$ cat src/rtl/tm1638_display_ctrl.sv
// -----------------------------------------------------------------------------
// tm1638_display_ctrl
//
// Frame sequencer for a TM1638 8-digit LED/key board. A start request
// snapshots eight BCD digits, eight LED bits and a brightness level. The block
// then shifts the whole display image out over the TM1638 STB/CLK/DIO bus:
//   CMD1  0x40                      (write data, auto-increment)
//   CMD2  0xC0, {seg0, led0} .. {seg7, led7}   (17 bytes under one STB low)
//   CMD3  0x88 | bright             (display on)
// Each command is followed by a gap with STB high for 2*CLK_DIV cycles.
// Bytes are sent LSB first. Each bit is CLK_DIV cycles with CLK low, then
// CLK_DIV cycles with CLK high.
//
// Optional feature: define TM1638_ZERO_BLANK_EN to send leading zero digits
// (digit 0 toward digit 6) as a blank segment byte.
//
// Ports
//   clk     in   system clock
//   rst     in   asynchronous active-high reset
//   start   in   one-cycle frame request, sampled only while idle
//   digits  in   [31:0] BCD digits, digit k = digits[31-4k -: 4]
//   leds    in   [7:0] LED above digit k = leds[k]
//   bright  in   [2:0] PWM brightness
//   busy    out  frame in progress
//   done    out  one-cycle pulse at the end of a frame
//   tm_stb  out  TM1638 STB (active low)
//   tm_clk  out  TM1638 CLK
//   tm_dio  out  TM1638 DIO (always driven)
// -----------------------------------------------------------------------------

// BCD to 7-segment, o_seg[7]=a .. o_seg[1]=g, o_seg[0]=dp.
// Non-BCD input lights the decimal point only.
module translator (
  input  logic [3:0] i_bcd,
  output logic [7:0] o_seg
);
  always_comb begin
    o_seg = 8'h01;
    case (i_bcd)
      4'd0:    o_seg = 8'hFC;
      4'd1:    o_seg = 8'h60;
      4'd2:    o_seg = 8'hDA;
      4'd3:    o_seg = 8'hF2;
      4'd4:    o_seg = 8'h66;
      4'd5:    o_seg = 8'hB6;
      4'd6:    o_seg = 8'hBE;
      4'd7:    o_seg = 8'hE0;
      4'd8:    o_seg = 8'hFE;
      4'd9:    o_seg = 8'hF6;
      default: o_seg = 8'h01;
    endcase
  end
endmodule

module tm1638_display_ctrl #(
  parameter int CLK_DIV = 50
) (
  input  logic        clk,
  input  logic        rst,
  input  logic        start,
  input  logic [31:0] digits,
  input  logic [7:0]  leds,
  input  logic [2:0]  bright,
  output logic        busy,
  output logic        done,
  output logic        tm_stb,
  output logic        tm_clk,
  output logic        tm_dio
);

  localparam int HW = (CLK_DIV > 1) ? $clog2(CLK_DIV) : 1;
  localparam logic [HW-1:0] H_LAST = HW'(CLK_DIV - 1);

  typedef enum logic [2:0] {
    S_IDLE, S_CMD1, S_GAP1, S_CMD2, S_GAP2, S_CMD3, S_GAP3
  } state_t;

  state_t         r_state;
  state_t         w_state_nxt;

  logic [HW-1:0]  r_half;
  logic           r_phase;   // 0: CLK low half, 1: CLK high half
  logic [2:0]     r_bit;
  logic [4:0]     r_byte;
  logic           r_tail;    // final cycle of GAP3, where done is issued

  logic [31:0]    r_digits;
  logic [7:0]     r_leds;
  logic [2:0]     r_bright;

  logic           r_busy, r_done, r_stb, r_clk, r_dio;
  logic           w_busy_nxt, w_done_nxt, w_stb_nxt, w_clk_nxt, w_dio_nxt;

  logic           w_last_half, w_bit_end, w_byte_end;
  logic [2:0]     w_seg_idx, w_led_idx;
  logic [3:0]     w_nibble;
  logic [7:0]     w_seg_raw, w_seg_tm;
  logic           w_blank;
  logic [7:0]     w_tx_byte;

  assign busy   = r_busy;
  assign done   = r_done;
  assign tm_stb = r_stb;
  assign tm_clk = r_clk;
  assign tm_dio = r_dio;

  assign w_last_half = (r_half == H_LAST);
  assign w_bit_end   = w_last_half && r_phase;
  assign w_byte_end  = w_bit_end && (r_bit == 3'd7);

  // CMD2 byte n: odd n carries the segment byte of digit (n-1)/2,
  // even n >= 2 carries the LED byte of digit n/2-1.
  assign w_seg_idx = r_byte[3:1];
  assign w_led_idx = r_byte[3:1] - 3'd1;
  assign w_nibble  = r_digits[{~w_seg_idx, 2'b00} +: 4];

  translator u_translator (
    .i_bcd (w_nibble),
    .o_seg (w_seg_raw)
  );

  // TM1638 wants segment a in bit 0, so the translator output is reversed.
  always_comb begin
    w_seg_tm = 8'h00;
    for (int i = 0; i < 8; i++) begin
      w_seg_tm[i] = w_seg_raw[7-i];
    end
  end

`ifdef TM1638_ZERO_BLANK_EN
  logic [7:0] w_lead;

  // w_lead[k]: digits 0..k are all zero.
  always_comb begin
    logic run;
    run    = 1'b1;
    w_lead = 8'h00;
    for (int k = 0; k < 8; k++) begin
      run       = run && (r_digits[(7-k)*4 +: 4] == 4'd0);
      w_lead[k] = run;
    end
  end

  assign w_blank = w_lead[w_seg_idx] && (w_seg_idx != 3'd7);
`else
  assign w_blank = 1'b0;
`endif

  always_comb begin
    w_tx_byte = 8'h00;
    case (r_state)
      S_CMD1: w_tx_byte = 8'h40;
      S_CMD3: w_tx_byte = {5'b10001, r_bright};
      S_CMD2: begin
        if (r_byte == 5'd0)
          w_tx_byte = 8'hC0;
        else if (r_byte[0])
          w_tx_byte = w_blank ? 8'h00 : w_seg_tm;
        else
          w_tx_byte = {7'd0, r_leds[w_led_idx]};
      end
      default: w_tx_byte = 8'h00;
    endcase
  end

  // Next state and next bus values. Bus outputs are registered, so the
  // pins follow the state with one cycle of latency.
  always_comb begin
    w_state_nxt = r_state;
    w_done_nxt  = 1'b0;
    w_stb_nxt   = 1'b1;
    w_clk_nxt   = 1'b1;
    w_dio_nxt   = 1'b1;
    case (r_state)
      S_IDLE: if (start) w_state_nxt = S_CMD1;
      S_CMD1: if (w_byte_end) w_state_nxt = S_GAP1;
      S_GAP1: if (w_bit_end) w_state_nxt = S_CMD2;
      S_CMD2: if (w_byte_end && (r_byte == 5'd16)) w_state_nxt = S_GAP2;
      S_GAP2: if (w_bit_end) w_state_nxt = S_CMD3;
      S_CMD3: if (w_byte_end) w_state_nxt = S_GAP3;
      S_GAP3: begin
        if (r_tail) begin
          w_state_nxt = S_IDLE;
          w_done_nxt  = 1'b1;
        end
      end
      default: w_state_nxt = S_IDLE;
    endcase
    if ((r_state == S_CMD1) || (r_state == S_CMD2) || (r_state == S_CMD3)) begin
      w_stb_nxt = 1'b0;
      w_clk_nxt = r_phase;
      w_dio_nxt = w_tx_byte[r_bit];
    end
    w_busy_nxt = (w_state_nxt != S_IDLE);
  end

  always_ff @(posedge clk or posedge rst) begin
    if (rst) r_state <= S_IDLE;
    else     r_state <= w_state_nxt;
  end

  // Bit timing counters; cleared on every state change so each state
  // starts its own count from zero.
  always_ff @(posedge clk or posedge rst) begin
    if (rst) begin
      r_half  <= '0;
      r_phase <= 1'b0;
      r_bit   <= 3'd0;
      r_byte  <= 5'd0;
      r_tail  <= 1'b0;
    end else if (w_state_nxt != r_state) begin
      r_half  <= '0;
      r_phase <= 1'b0;
      r_bit   <= 3'd0;
      r_byte  <= 5'd0;
      r_tail  <= 1'b0;
    end else if (r_state != S_IDLE) begin
      r_half <= w_last_half ? '0 : r_half + HW'(1);
      if (w_last_half) r_phase <= ~r_phase;
      if (w_bit_end)   r_bit   <= r_bit + 3'd1;
      if (w_byte_end)  r_byte  <= r_byte + 5'd1;
      if ((r_state == S_GAP3) && w_bit_end) r_tail <= 1'b1;
    end
  end

  always_ff @(posedge clk or posedge rst) begin
    if (rst) begin
      r_busy <= 1'b0;
      r_done <= 1'b0;
      r_stb  <= 1'b1;
      r_clk  <= 1'b1;
      r_dio  <= 1'b1;
    end else begin
      r_busy <= w_busy_nxt;
      r_done <= w_done_nxt;
      r_stb  <= w_stb_nxt;
      r_clk  <= w_clk_nxt;
      r_dio  <= w_dio_nxt;
    end
  end

  // Input snapshot on the accepting edge
  always_ff @(posedge clk) begin
    if ((r_state == S_IDLE) && start) begin
      r_digits <= digits;
      r_leds   <= leds;
      r_bright <= bright;
    end
  end

endmodule

$ cat config.mk
export PLATFORM = sky130hd
export DESIGN_NAME = tm1638_display_ctrl
export DESIGN_NICKNAME = d
export VERILOG_FILES = /design/src/rtl/tm1638_display_ctrl.sv
export SDC_FILE = /design/constraint.sdc
export NUM_CORES = 1
export LEC_CHECK = 0
export BUFFER_PORTS_ARGS = -buffer_cell sky130_fd_sc_hd__buf_4
export CORE_MARGIN = 3
export CORE_UTILIZATION = 61
export CTS_CLUSTER_DIAMETER = 30
export DETAILED_ROUTE_END_ITERATION = 10
export GPL_ROUTABILITY_DRIVEN = 1
export GPL_TIMING_DRIVEN = 0
export PLACE_DENSITY_LB_ADDON = 0.05
export SYNTH_ARGS = -nofsm -noshare
export SYNTH_HDL_FRONTEND = slang
export SYNTH_HIERARCHICAL = 1
export SYNTH_SLANG_ARGS = --single-unit
$ cat constraint.sdc
create_clock -name clk -period 5.11 [get_ports clk]
set_input_delay 0.2555 -clock clk [delete_from_list [all_inputs] [get_ports clk]]
set_output_delay 0.2555 -clock clk [all_outputs]
set_load 0.02 [all_outputs]
== Yosys cells after proc, flatten, opt, wreduce, memory -nomap -nowiden ==
Memory sizes are Yosys's and may differ from the RTL's.
Cells that the tools add are included.
Cells by class
  $add $sub $neg: 4
  order comparisons: 2
  eq/ne operators: 10
  shift operators: 1
  multiplexer cells: 35
  bitwise logic cells: 2
  reductions and logical operators: 20
Operators by type and width (number)
  $shiftx A32 B6 Y4: 1
  $mux W3: 10
  $pmux W8 S3: 1
  $pmux W3 S7: 1
  $mux W6: 3
  $mux W8: 2
  $mux W5: 3
  $mux W1: 13
  $eq A3 B3 Y1 const B: 4
  $reduce_bool A2 Y1: 5
  $lt A3 B4 Y1 const B: 2
  $reduce_and A2 Y1: 4
  $add A6 B1 Y6 const B: 1
  $bmux W1 S3: 2
  $eq A3 B2 Y1 const B: 2
  $eq A6 B6 Y1 const B: 1
  $reduce_bool A3 Y1: 2
  $add A5 B1 Y5 const B: 1
  $eq A5 B5 Y1 const B: 1
  $logic_and A1 B1 Y1: 5
  $logic_not A5 Y1: 1
  $add A3 B1 Y3 const B: 1
  $eq A3 B1 Y1 const B: 1
  $logic_not A3 Y1: 1
  other kinds (5): 6
Word-level totals
  bits in registers: 67
  bits in read-only memories: 128
  input bits: 46
  output and inout port bits: 5
  memories: 1
Memories
  (no name shown): depth 16, width 8, read ports 1, clocked after Yosys merged registers in 0, write ports 0, RTL line 39  | case (i_bcd)

== Depth between registers and ports, before layout ==
  depth after elaboration: 9
  mapped depth: 12

== Cells and area by module ==
The synthesis kept the hierarchy.
Modules (own cells, without submodules)
  tm1638_display_ctrl: instances 1, cells an instance 232, area each 3169.3 um^2, seq. area each 1895.6 um^2
  translator: instances 1, cells an instance 26, area each 195.2 um^2, seq. area each 0.0 um^2

== Least setup slack after synthesis ==
No wires, ideal clock.
  kind: register to register
  from: reg r_byte[1]
  to: reg r_dio, in the netlist tm_dio
  library setup time: 111 ps
  arrival time: 2773 ps
  data required time: 4999 ps
  setup slack: 2226 ps
  stages on the path, launching flop included: 12
  period minus slack after synthesis: 2884 ps
  cells stage by stage: dfrtp_1 buf_2 mux4_2 mux2_2 inv_1 ha_1 a21oi_1 o21ai_1 mux2i_1 or3_1 a211o_1 o311ai_0
Between the ends
  cells in the longest elaborated chain, start to end: 9
  elaborated cells between the ends (all ways): 13
Ends and longest elaborated chain
  from (decl): RTL line 84  | logic [4:0] r_byte;
  from (signal assigned): RTL line 221  | if (w_byte_end) r_byte <= r_byte + 5'd1;
  $not A3 Y3: RTL line 115  | assign w_nibble = r_digits[{~w_seg_idx, 2'b00} +: 4];
  $shiftx A32 B6 Y4: RTL line 115
  net w_nibble[1]: RTL line 96  | logic [3:0] w_nibble;
  $mem_v2 Z16 W8
  net w_seg_raw[2]: RTL line 97  | logic [7:0] w_seg_raw, w_seg_tm;
  $mux W8: RTL line 157  | else if (r_byte[0])
  $mux W8: RTL line 155  | if (r_byte == 5'd0)
  $pmux W8 S3: RTL line 151  | case (r_state)
  $bmux W1 S3: RTL line 192  | w_dio_nxt = w_tx_byte[r_bit];
  $mux W1 (implied by the code): RTL line 192
  $mux W1: RTL line 189  | if ((r_state == S_CMD1) || (r_state == S_CMD2) || (r_state == S_CMD3)) begin
  net w_dio_nxt: RTL line 92  | logic w_busy_nxt, w_done_nxt, w_stb_nxt, w_clk_nxt, w_dio_nxt;
  to (signal assigned): RTL line 238  | r_dio <= w_dio_nxt;
  to (decl): RTL line 91  | logic r_busy, r_done, r_stb, r_clk, r_dio;
The timed path passes the listed nets, and every way through them passes these cells. The select of a mux whose other input is x is not followed.
A chain may end at the register's enable or synchronous reset.

== Final worst setup path ==
Same ends and word-level chain as after synthesis.

==> results.py <==
metrics = {
    "clocking": {
        "cts.sinks": 67,
        "cts-root-buf": "clkbuf_8",
        "tritoncts": "done",
        "cts_resized": 0,
        "cts_buffers": 9,
        "cts_buffer_depth": 2,
        "post-cts-setup-buffers": 0,
        "clkTransAtPathRegs_ns": 0.07,
        "h-tree-depth": 3,
        "hold_buffers": 0,
        "insertion_delay_ns": 0.34,
    },
    "sta": {
        "setup-tns-final_ns": 0,
        "finClkSkew_ns": 0.00499,
        "drv_slew": 0,
        "rsz0062_at_grt": "false",
        "fin_crit_ns": 3.25,
        "setup_viol": 0,
        "timing.final.crit_share_pct": 63.6,
        "hold_viol": 0,
        "max-slew-margin-rel_pct": 33.1,
        "holdWs_ns": 0.0856,
        "clock.fmax_mhz": 308,
        "worst_pin_slew_ns": 0.990,
    },
    "layout": {
        "finish.utilization_pct": 77.9,
        "nNetsFinal": 380,
        "stdcell_area_um2": 4060,
        "num_antenna_cells": 0,
        "drive_gt1_share_pct": 29.8,
        "areaGrowthSynthToFinish_pct": 20.6,
    },
    "critical_path": {
        "critical_path_class": "reg -> reg",
        "cp.arrival_ns": 3.48,
        "cp_data_required_time_ns": 5.34,
        "startpoint_type": "flop",
        "end_kind": "flop",
        "crit_fanout": 10,
    },
    "place": {
        "port_buffers": 50,
        "place_hpwl_um": 4590,
        "dpl-instance-area_um2": 3850,
        "place_congestion": 0.872,
    },
    "floorplanning": {
        "die_w_um": 80.3,
        "die-area_um2": 6440,
        "core-area_um2": 5200,
        "start_util_pct": 64.6,
        "die_h_um": 80.3,
        "rows": 26,
        "ioPinCount": 51,
    },
    "logic_synthesis": {
        "synth_compound_area_share_pct": 10.7,
        "synth.area.mux_share_pct": 10.2,
        "synthFlopType": "edfxtp_1",
        "post-synth-top-area-fraction_pct": 38.4,
        "syn_area_um2": 3360,
        "synth_top_area_cell": "edfxtp_1",
        "yosysUniqueCellTypes": 58,
        "syn-num-nets": 318,
        "ys_ff_latch": 67,
        "synthAdderAreaFrac_pct": 5.21,
        "synthTopCellsByArea": "edfxtp_1 (38%), dfrtp_1 (16%), mux4_2 (6.7%)",
        "synthArstFlopShare_pct": 35.8,
        "avgSynthCellArea_um2": 13.0,
        "synth_edf_count": 43,
        "synth_xor_area_share_pct": 2.08,
        "seq_area_frac_synth_pct": 56.3,
        "synth_top_family_by_area": "simple AND/OR/NAND/NOR gates",
        "ys_warn_count": 6,
        "syn-instance-count": 258,
        "synthSimpleGateAreaFrac_pct": 11.8,
    },
    "hold_path": {
        "min_path_type": "in -> reg",
    },
    "power": {
        "leakage_nw": 1.53,
        "finalPower_mw": 1.07,
        "vdd_drop_max_mv": 0.205,
        "power_density_nw_per_um2": 264,
    },
    "global_routing": {
        "grt.overflow.total": 0,
        "antenna_found_initial": 0,
        "grt_use_total_pct": 22.8,
        "grt_max_degree": 44,
        "grt_pass1_wl_um": 10900,
        "grt_pass1_vias": 2331,
    },
    "route": {
        "route.detailed.drc": 0,
        "drt_first_pass_iters": 4,
        "via_per_inst": 5.81,
        "drtAntennaViolNets": 0,
        "wl_um": 6380,
        "vias": 2293,
        "drt_iter0_markers": 165,
        "wl_per_cell_um": 16.1,
    },
    "run_status": {
        "outcome": "complete, no violations",
    },
    "flow_run": {
        "maxCapViolations": 0,
    },
}
==> layout by cell type (no fill, tap or decap), types with 3 or more instances in the layout <==
master	synthesis	final
a31oi_1	3	3
nor3b_1	3	3
nand2_1	11	11
clkbuf_8	0	9
or3_1	3	3
clkbuf_1	9	10
ha_1	14	14
dfrtp_1	21	21
mux2_2	6	6
a21oi_1	11	11
nor3_1	22	22
inv_1	13	13
mux4_2	10	10
nor4_1	4	4
nor2_1	3	3
dfstp_2	3	3
mux2i_1	5	5
buf_4	0	50
a311oi_1	3	3
edfxtp_1	43	43
nand3_1	5	5
nand4_1	3	3
xnor2_1	7	7
nand2b_1	3	3
o21ai_0	6	6
==> sequential cells by signal, indices dropped and copies added, names as in the netlist, 3 cells and up <==
signal and flops:
r_leds 8, r_bit 3, r_state 3, r_half 6, r_digits 32, r_byte 5
r_bright 3
==> layout make-up <==
type	count	area, um2
Sequential cell	67	1900
Multi-Input combinational cell	162	1350
Fill cell	344	1150
Timing Repair Buffer	51	395
Clock buffer	10	128
Tap cell	70	87.6
Clock inverter	6	80.1
Buffer	14	68.8
Inverter	15	56.3
==> per-layer routing <==
metal | global-route usage [%] | share of wire (%) | vias up
met5 | 0 | 0 | -
met4 | 9.29 | 1.4 | 0
met3 | 4.82 | 5.2 | 9
met2 | 36.2 | 49 | 64
met1 | 30.8 | 45 | 1097
li1 | - | - | 1123
==> report_power, final <==
part | leakage [nW] | total, mW | switching, mW | internal [mW]
Combinational | 0.739 | 0.0303 | 0.00878 | 0.0215
Sequential | 0.687 | 0.578 | 0 | 0.578
Clock | 0.101 | 0.461 | 0.191 | 0.271
Total | 1.53 | 1.07 | 0.200 | 0.870
==> kinds of logic (layout without fill, tap and decap cells) <==
group                    count (synthesis)  in the layout
AND/OR/NAND/NOR                         70             70
flip-flops                              67             67
AO/OA/AOI/OAI                           49             49
buffers and inverters                   29             96
multiplexers                            21             21
adder cells (fa/ha/maj)                 14             14
XOR/XNOR                                 8              8
==> worst max-delay path, stage by stage, from the launching register on <==
cell      delay (ns)
dfrtp_1         0.47
buf_2           0.35
mux4_2          0.54
mux2_2          0.34
inv_1           0.23
ha_1            0.24
a21oi_1         0.08
o21ai_1         0.12
mux2i_1         0.08
or3_1           0.33
a211o_1         0.26
o311ai_0        0.10
==> Yosys cell counts (2+ instances only) <==
master / n
a211o_1: 2
a21oi_1: 11
a21oi_4: 2
a311o_1: 2
a311oi_1: 3
a31oi_1: 3
buf_1: 2
buf_6: 2
clkbuf_1: 9
dfrtp_1: 21
dfstp_2: 3
edfxtp_1: 43
ha_1: 14
inv_1: 13
inv_2: 2
mux2_2: 6
mux2i_1: 5
mux4_2: 10
nand2_1: 11
nand2b_1: 3
nand3_1: 5
nand4_1: 3
nor2_1: 3
nor2b_1: 2
nor3_1: 22
nor3b_1: 3
nor4_1: 4
o21a_1: 2
o21ai_0: 6
o21ai_1: 2
o21bai_1: 2
o22ai_1: 2
o31ai_1: 2
or3_1: 3
xnor2_1: 7
==> per-stage QoR <==
| stage | std cells | setup WS [ns] |
|---|---|---|
| after floorplan | 258 | 2.23 |
| after global placement | 378 | 1.93 |
| after detailed placement | 379 | 1.88 |
| after CTS | 395 | 1.85 |
| after global routing | 395 | 1.66 |
| final | 395 | 1.86 |
==> final timing paths <==
kind | slack [ns] | cells past startpoint | startpoint | to
worst max-delay path | 1.86 | 11 | r_byte[1] | tm_dio
worst min-delay path | 0.09 | 1 | digits[6] | r_digits[6]
worst max register to register | 1.86 | 11 | r_byte[1] | tm_dio
worst min register to register | 0.59 | 1 | r_phase | tm_clk
max in group asynchronous | 4.41 | 2 | rst | r_half[3]
min in group asynchronous | 0.12 | 2 | rst | r_state[0]
(Power assumes the default switching activity.)
